**src/rtl/hsd_accumulator.sv**
```systemverilog
// hsd_accumulator
//   Hybrid signed-digit accumulator. The running sum is held redundantly as
//   (acc_p - acc_n) mod 2^W, so every add/subtract beat is one row of per-bit
//   full-adder cells. There is no W-bit carry chain in the accumulate path.
//   A conv_req starts a chunked borrow-subtract FSM. The FSM turns a snapshot
//   of the redundant sum back into binary, CHUNK bits per clock, LSB first.
//
//   Optional build macro: HSD_INPUT_REG_EN
//     Defined   : in_valid/in_sub/in_data are registered ahead of the HSD add
//                 stage, so a beat takes 2 edges to reach acc_p/acc_n. A SNAP
//                 state delays the snapshot by one cycle so that it includes
//                 any beat still in the input register.
//     Undefined : single-stage add.
//
// Parameters
//   W      accumulator width; all arithmetic is modulo 2^W
//   CHUNK  bits converted per clock; W must be a multiple of CHUNK
//
// Ports
//   clk, rst_n   clock (rising edge), asynchronous active-low reset
//   clr          synchronous clear of the sum and FSM; conv_data is kept
//   in_valid     operand beat valid
//   in_ready     beat can be accepted (only in ACC)
//   in_sub       1: subtract in_data, 0: add in_data
//   in_data      W-bit two's-complement operand
//   conv_req     start a redundant-to-binary conversion (ignored while busy)
//   conv_busy    conversion in progress (SNAP/CONV/DONE)
//   conv_valid   one-cycle strobe: conv_data has just been updated
//   conv_data    binary value of the snapshot; held until the next DONE
//   acc_p/acc_n  redundant accumulator, positive and negative parts
module hsd_accumulator #(
    parameter int W     = 16,
    parameter int CHUNK = 4
) (
    input  logic         clk,
    input  logic         rst_n,
    input  logic         clr,
    input  logic         in_valid,
    output logic         in_ready,
    input  logic         in_sub,
    input  logic [W-1:0] in_data,
    input  logic         conv_req,
    output logic         conv_busy,
    output logic         conv_valid,
    output logic [W-1:0] conv_data,
    output logic [W-1:0] acc_p,
    output logic [W-1:0] acc_n
);

    localparam int NCH = W / CHUNK;
    localparam int CW  = (NCH > 1) ? $clog2(NCH) : 1;

    generate
        if ((CHUNK < 1) || (W <= CHUNK) || ((W % CHUNK) != 0)) begin : g_bad_chunk
            $error("hsd_accumulator: W must be a multiple of CHUNK (and larger than it)");
        end
    endgenerate

    typedef enum logic [1:0] {
        ACC,
`ifdef HSD_INPUT_REG_EN
        SNAP,
`endif
        CONV,
        DONE
    } state_t;

    state_t         state;
    logic [W-1:0]   snap_p, snap_n;
    logic [W-1:0]   conv_work;
    logic           borrow;
    logic [CW-1:0]  chunk_cnt;

    // Operand presented to the HSD add stage
    logic           add_valid;
    logic           add_sub;
    logic [W-1:0]   add_data;

`ifdef HSD_INPUT_REG_EN
    logic           reg_valid;
    logic           reg_sub;
    logic [W-1:0]   reg_data;

    assign add_valid = reg_valid;
    assign add_sub   = reg_sub;
    assign add_data  = reg_data;
`else
    assign add_valid = in_valid && in_ready;
    assign add_sub   = in_sub;
    assign add_data  = in_data;
`endif

    // HSD add stage: one full adder per bit.
    //   add: P + ~N + X = S + 2C  ->  P' = S,        N' = ~(C << 1)
    //   sub: N + ~P + X = S + 2C  ->  N' = S,        P' = ~(C << 1)
    // Both cases keep P' - N' = P - N +/- X (mod 2^W), and the carries only
    // move one bit position. The operand always enters unnegated.
    logic [W-1:0] fa_a, fa_b, fa_s, fa_c;
    logic [W-1:0] acc_p_next, acc_n_next;

    always_comb begin
        fa_a       = add_sub ? acc_n : acc_p;
        fa_b       = add_sub ? ~acc_p : ~acc_n;
        fa_s       = fa_a ^ fa_b ^ add_data;
        fa_c       = (fa_a & fa_b) | (fa_a & add_data) | (fa_b & add_data);
        acc_p_next = acc_p;
        acc_n_next = acc_n;
        if (add_valid) begin
            if (add_sub) begin
                acc_n_next = fa_s;
                acc_p_next = ~(fa_c << 1);
            end else begin
                acc_p_next = fa_s;
                acc_n_next = ~(fa_c << 1);
            end
        end
    end

    // One chunk of snap_p - snap_n - borrow; the top bit is the outgoing borrow
    logic [CHUNK:0] chunk_diff;

    always_comb begin
        chunk_diff = {1'b0, snap_p[CHUNK-1:0]}
                   - {1'b0, snap_n[CHUNK-1:0]}
                   - {{CHUNK{1'b0}}, borrow};
    end

    always_ff @(posedge clk or negedge rst_n) begin
        if (!rst_n) begin
            state      <= ACC;
            acc_p      <= '0;
            acc_n      <= '0;
            snap_p     <= '0;
            snap_n     <= '0;
            conv_work  <= '0;
            conv_data  <= '0;
            borrow     <= 1'b0;
            chunk_cnt  <= '0;
            conv_valid <= 1'b0;
            in_ready   <= 1'b1;
            conv_busy  <= 1'b0;
`ifdef HSD_INPUT_REG_EN
            reg_valid  <= 1'b0;
            reg_sub    <= 1'b0;
            reg_data   <= '0;
`endif
        end else if (clr) begin
            state      <= ACC;
            acc_p      <= '0;
            acc_n      <= '0;
            borrow     <= 1'b0;
            chunk_cnt  <= '0;
            conv_valid <= 1'b0;
            in_ready   <= 1'b1;
            conv_busy  <= 1'b0;
`ifdef HSD_INPUT_REG_EN
            reg_valid  <= 1'b0;
`endif
        end else begin
            acc_p      <= acc_p_next;
            acc_n      <= acc_n_next;
            conv_valid <= 1'b0;
`ifdef HSD_INPUT_REG_EN
            reg_valid  <= in_valid && in_ready;
            reg_sub    <= in_sub;
            reg_data   <= in_data;
`endif
            case (state)
                ACC: begin
                    if (conv_req) begin
                        in_ready  <= 1'b0;
                        conv_busy <= 1'b1;
                        borrow    <= 1'b0;
                        chunk_cnt <= '0;
`ifdef HSD_INPUT_REG_EN
                        state     <= SNAP;
`else
                        // Snapshot includes a beat accepted on this same edge
                        snap_p    <= acc_p_next;
                        snap_n    <= acc_n_next;
                        state     <= CONV;
`endif
                    end
                end
`ifdef HSD_INPUT_REG_EN
                SNAP: begin
                    snap_p <= acc_p_next;
                    snap_n <= acc_n_next;
                    state  <= CONV;
                end
`endif
                CONV: begin
                    conv_work <= {chunk_diff[CHUNK-1:0], conv_work[W-1:CHUNK]};
                    snap_p    <= snap_p >> CHUNK;
                    snap_n    <= snap_n >> CHUNK;
                    borrow    <= chunk_diff[CHUNK];
                    chunk_cnt <= chunk_cnt + CW'(1);
                    if (chunk_cnt == CW'(NCH - 1)) begin
                        conv_data  <= {chunk_diff[CHUNK-1:0], conv_work[W-1:CHUNK]};
                        conv_valid <= 1'b1;
                        state      <= DONE;
                    end
                end
                DONE: begin
                    state     <= ACC;
                    in_ready  <= 1'b1;
                    conv_busy <= 1'b0;
                end
                default: begin
                    state     <= ACC;
                    in_ready  <= 1'b1;
                    conv_busy <= 1'b0;
                end
            endcase
        end
    end

endmodule

```
**config.mk**
```make
export PLATFORM = sky130hd
export DESIGN_NAME = hsd_accumulator
export DESIGN_NICKNAME = d
export VERILOG_FILES = /design/src/rtl/hsd_accumulator.sv
export SDC_FILE = /design/constraint.sdc
export NUM_CORES = 1
export LEC_CHECK = 0
export CORE_AREA = 2 2 110 112
export CTS_BUF_LIST = sky130_fd_sc_hd__clkbuf_2
export DETAILED_ROUTE_END_ITERATION = 6
export DIE_AREA = 0 0 112 114
export GPL_ROUTABILITY_DRIVEN = 1
export GPL_TIMING_DRIVEN = 0
export HOLD_SLACK_MARGIN = 0.08
export PLACE_DENSITY_LB_ADDON = 0.1
export SYNTH_ARGS = -nofsm -noshare
export SYNTH_HDL_FRONTEND = slang
export SYNTH_SLANG_ARGS = --single-unit
```
**constraint.sdc**
```tcl
create_clock -name clk -period 2.2 [get_ports clk]
set_clock_uncertainty 0.15 [all_clocks]
set_input_delay 0.33 -clock clk [delete_from_list [all_inputs] [get_ports clk]]
set_output_delay 0.33 -clock clk [all_outputs]
set_load 0.03 [all_outputs]
```
# ---- Yosys cells after proc, flatten, opt, wreduce, memory -nomap -nowiden
# Cells that the tools add are included.
dict set report word_totals {
  register_bits 104
  word_cells 72
}
dict set report classes {
  add_sub_neg 3
  eq_ne 6
  n_mux 30
  n_bitwise 11
  reduce_logical 10
}
# operator n
set op_table {}
lappend op_table {{$mux W16} 10}
lappend op_table {{$pmux W16 S2} 2}
lappend op_table {{$not A16 Y16} 3}
lappend op_table {{$and A15 B15 Y15} 3}
lappend op_table {{$xor A16 B16 Y16} 2}
lappend op_table {{$or A15 B15 Y15} 2}
lappend op_table {{$mux W2} 5}
lappend op_table {{$mux W1} 8}
lappend op_table {{$pmux W2 S2} 2}
lappend op_table {{$reduce_and A2 Y1} 4}
lappend op_table {{$ne A3 B3 Y1 const B} 2}
lappend op_table {{$pmux W1 S2} 3}
lappend op_table {{$reduce_and A3 Y1} 2}
lappend op_table {{$sub A4 B4 Y5} 1}
lappend op_table {{$sub A5 B1 Y5} 1}
lappend op_table {{$ne A2 B2 Y1 const B} 2}
lappend op_table {{$reduce_bool A3 Y1} 1}
lappend op_table {{$add A2 B1 Y2 const B} 1}
lappend op_table {{$eq A2 B1 Y1 const B} 1}
lappend op_table {{$eq A2 B2 Y1 const B} 1}
lappend op_table {{$logic_not A2 Y1} 1}
lappend op_table {{$reduce_bool A2 Y1} 1}
lappend op_table {{$logic_and A1 B1 Y1} 1}
lappend op_table {{$not A1 Y1} 1}

# ---- Logic depth before layout (Yosys ltp)
dict set report logic_depth {
  depth_word 10
  ltp_mapped 9
  depth_no_buf 7
}

# ---- Worst setup path before layout
# OpenSTA, ideal clock, no wires.
dict set report synth_path {
  path_type {input to register}
  from {input in_sub}
  to {register snap_p[2]}
  setup_time_ns 0.082
  t_arrival_ns 2.445
  required_ns 1.968
  path_slack_ns -0.477
  cell_stages 8
  path_cell_list {buf_2 -> buf_2 -> buf_2 -> mux2_2 -> fa_1 -> or2_2 -> a311o_1 -> a31oi_1}
}
dict set report synth_via {
  elab_chain_cells 9
}
# item line
set synth_lines {}
lappend synth_lines {{start, declared} 40} ;# input logic in_sub,
lappend synth_lines {{$mux W16 (on tied branches)} {102, 103}}
lappend synth_lines {{$and A15 B15 Y15} 105} ;# fa_c = (fa_a & fa_b) | (fa_a & add_data) | (fa_b & add_data);
lappend synth_lines {{$or A15 B15 Y15 (2 in a row)} 105}
lappend synth_lines {{$not A16 Y16} 111} ;# acc_p_next = ~(fa_c << 1);
lappend synth_lines {{$mux W16 (*)} 109} ;# if (add_sub) begin
lappend synth_lines {{$mux W16 (*)} 108} ;# if (add_valid) begin
lappend synth_lines {{$mux W16 (*)} 170} ;# if (conv_req) begin
lappend synth_lines {{$pmux W16 S2 (*)} 168} ;# case (state)
lappend synth_lines {{end signal, assigned} 179} ;# snap_p <= acc_p_next;
lappend synth_lines {{end signal, assigned} 194} ;# snap_p <= snap_p >> CHUNK;
lappend synth_lines {{end, declared} 69} ;# logic [W-1:0] snap_p, snap_n;
# Mark *: on every way between the ends. The rest lies on a longest branch, timed or not. The select of a mux whose other input is x is not followed.
# A chain may end at the register's enable or synchronous reset.

# ---- Worst setup path in the final report
dict set report layout_path {
  from {register acc_p[9]}
  to {register snap_p[9]}
}
dict set report layout_via {
  elab_chain_cells 8
}
# item line
set layout_lines {}
lappend layout_lines {{start, declared} 46} ;# output logic [W-1:0] acc_p,
lappend layout_lines {{start signal, assigned} 160} ;# acc_p <= acc_p_next;
lappend layout_lines {{$not A16 Y16} 103} ;# fa_b = add_sub ? ~acc_p : ~acc_n;
lappend layout_lines {{$mux W16} 103}
lappend layout_lines {{$xor A16 B16 Y16 (2 in a row)} 104} ;# fa_s = fa_a ^ fa_b ^ add_data;
lappend layout_lines {{$mux W16} 109}
lappend layout_lines {{$mux W16 (*)} 108}
lappend layout_lines {{$mux W16 (*)} 170}
lappend layout_lines {{$pmux W16 S2 (*)} 168}
# Marks and branches as above.

==> out/results.ini <==
[sta]
hold_slack_ns = 0.126
setup_tns_ns = -0.0954
finalCritPeriodShare_pct = 101
setup_violations = 7
fin_ws_ns = -0.0308
hold_viol = 0
grt_setup_unrepaired = true
layout_min_cycle_time_ns = 2.23
fmax_mhz = 448
relSlewSlack_pct = 48.3
drv_slew = 0
max_slew.worst_pin.slew_ns = 0.776

[yosys]
ys_seq_area_share_pct = 44.5
synthCells = 524
synth_edf_count = 0
synthFlopType = dfrtp_1
syn-cell-area_um2 = 5620
ys_ff_latch = 100
synth_cell_type_count = 49
synthArstFlopShare_pct = 100
synth_nets = 568
synth_warnings = 0
synth_area_per_cell_um2 = 10.7

[drt]
drc = 0
drtIter0Drc = 408
antenna_left = 0
avgRoutedWirePerCell_um = 20.4
avgViaCountPerCell = 5.94
dr.pass1.iters = 4
drt-total-wl_um = 15800
num_vias = 4592

[status]
status = complete, but fails checks
violations = setup timing

[final_layout]
drive_gt1_share_pct = 20.1
post-route-cell-area_um2 = 7030
stdcell_count = 773
layout.nets = 666
fillers = 1034
synthToLayoutAreaGrowth_pct = 24.9
n_antenna_cell = 0
fin_util_pct = 60.0

[clock_network]
cts_root_buf = clkbuf_2
htree_levels = 3
cts_tree = yes
clock_sinks = 100
clk_path_buf_depth = 2
clk_pin_slew_ns = 0.28
insertion_delay_ns = 0.59
numCtsBuffers = 9

[global_routing]
grt_pass1_wl_um = 25100
antenna_found_initial = 0
grt_pass1_vias = 4698
gr-usage-all-layers_pct = 25.3
grt_max_degree = 65
grt-ovfl-total = 0

[worst_hold_path]
hold_path_class = input port to register

[pwr]
power.total_mw = 5.06
p_per_area_nw_per_um2 = 720
vdd_drop_max_mv = 0.553
p_leak_nw = 3.49

[die]
die_w_um = 112
dieArea_um2 = 12800
row_count = 40
initial_utilization_pct = 48.0
core-area_um2 = 11700
dieHeight_um = 114
io_pins = 73

[setup_path]
critical_path_class = register to register
crit_arrival_ns = 2.63
critPathCaptureType = register
startpoint_type = register
crit_fanout = 4
crit_required_ns = 2.60

[placement]
hpwl_um = 11400
dpl-instance-area_um2 = 6680
place_inst = 742
io_buffers = 70
gp_congestion = 0.865
dp_slack_ns = -0.467

[run]
max_cap_viol_count = 0

-- layer usage --
layer,share of wire (%),vias up,track usage (%)
li1,-,2102,-
met1,42,2315,32.8
met2,50,156,43.2
met3,6.7,19,5.42
met4,1.2,0,7.80
met5,0,-,0
-- state kept, by name, indices dropped and copies added (netlist names) --
register	count
acc_n	16
acc_p	16
borrow	1
chunk_cnt	2
conv_busy	1
conv_data	16
conv_valid	1
conv_work	12
in_ready	1
snap_n	16
snap_p	16
state	2
-- kinds of logic (layout without fill, tap and decap cells) --
group / Yosys count / after routing / share of synthesized area [%]
compound gates: 147 / 147 / 18.5
xor+xnor: 3 / 3 / 0.712
fa+ha+maj: 22 / 22 / 7.16
buf+inv: 72 / 174 / 5.76
flops: 100 / 100 / 44.5
mux: 63 / 63 / 12.5
simple gates: 117 / 117 / 10.9
-- power breakdown --
part           internal (mW)  total (mW)  switching, mW
registers               2.14        2.37          0.234
clock network          0.271       0.920          0.649
logic                  0.810        1.76          0.954
total                   3.22        5.06           1.84
-- cells in the mapped netlist (3+ instances only) --
library cell	number	area (um2)
a311oi_1	10	87.6
o311a_1	10	100
and2_1	3	18.8
dfrtp_1	99	2480
clkbuf_1	17	63.8
nand3_1	4	20.0
mux2_2	36	405
a21oi_1	38	190
o211ai_1	6	45.0
inv_1	27	101
o21ai_0	12	60.1
mux2_4	5	75.1
nor2_1	14	52.6
mux2i_1	22	220
or2_1	6	37.5
buf_6	3	33.8
nand2b_1	8	50.1
fa_1	17	340
a31oi_1	25	156
or2_2	8	50.1
nand2_1	40	150
ha_1	5	62.6
o311ai_0	10	87.6
a21o_1	10	75.1
o2bb2ai_1	5	43.8
a311o_1	9	90.1
nor2b_1	20	125
nand4_1	5	31.3
buf_2	22	110
-- layout by cell type (no fill, tap or decap), types with 6 or more instances in the layout --
master | Yosys | final
o311ai_2 | 0 | 8
clkdlybuf4s50_1 | 0 | 19
mux2i_1 | 22 | 18
a311oi_1 | 10 | 9
a21o_1 | 10 | 10
fa_1 | 17 | 14
o21ai_0 | 12 | 12
nand2_1 | 40 | 40
mux2_2 | 36 | 24
o211ai_1 | 6 | 6
a311o_1 | 9 | 9
clkbuf_2 | 0 | 12
nor2_1 | 14 | 14
buf_4 | 1 | 12
nor2b_1 | 20 | 20
dlymetal6s2s_1 | 0 | 17
mux2_4 | 5 | 17
dfrtp_1 | 99 | 99
a21oi_1 | 38 | 38
dlygate4sd2_1 | 0 | 33
o311a_1 | 10 | 10
nand2b_1 | 8 | 8
clkbuf_1 | 17 | 16
inv_1 | 27 | 27
buf_2 | 22 | 15
a31oi_1 | 25 | 25
or2_1 | 6 | 6
-- cell type report --
class / count / area, um2 / share of cell area [%]
Buffer: 45 / 288 / 4.10
Clock buffer: 10 / 50.0 / 0.712
Clock inverter: 5 / 61.3 / 0.873
Inverter: 27 / 101 / 1.44
Multi-Input combinational cell: 352 / 2970 / 42.2
Sequential cell: 100 / 2500 / 35.6
Tap cell: 147 / 184 / 2.62
Timing Repair Buffer: 87 / 872 / 12.4
-- worst max-delay path: stages (launching register included) --
cell and delay, ns:
dfrtp_1 0.49, mux2_4 0.28, fa_1 0.48, or2_1 0.24, a311o_1 0.36, a31oi_1 0.17
-- repair_timing --
action	CTS	global route
setup buffers	8	2
pin swaps	10	5
endpoints found under the setup margin	46	40
hold buffers	5	1
resized for setup	36	31
hold endpoints to repair	117	7
-- path summary, 6_finish.rpt --
path,from,end,slack (ns),cells past startpoint
setup reg to reg,acc_p[9],snap_p[9],-0.03,5
setup / recovery,acc_p[9],snap_p[9],-0.03,5
hold reg to reg,chunk_cnt[0],chunk_cnt[0],0.36,1
max in group asynchronous,rst_n,in_ready,0.91,4
hold / removal,in_sub,acc_p[13],0.13,5
min in group asynchronous,rst_n,acc_n[0],0.62,4
Note: power is estimated with default switching activity, not from simulation.
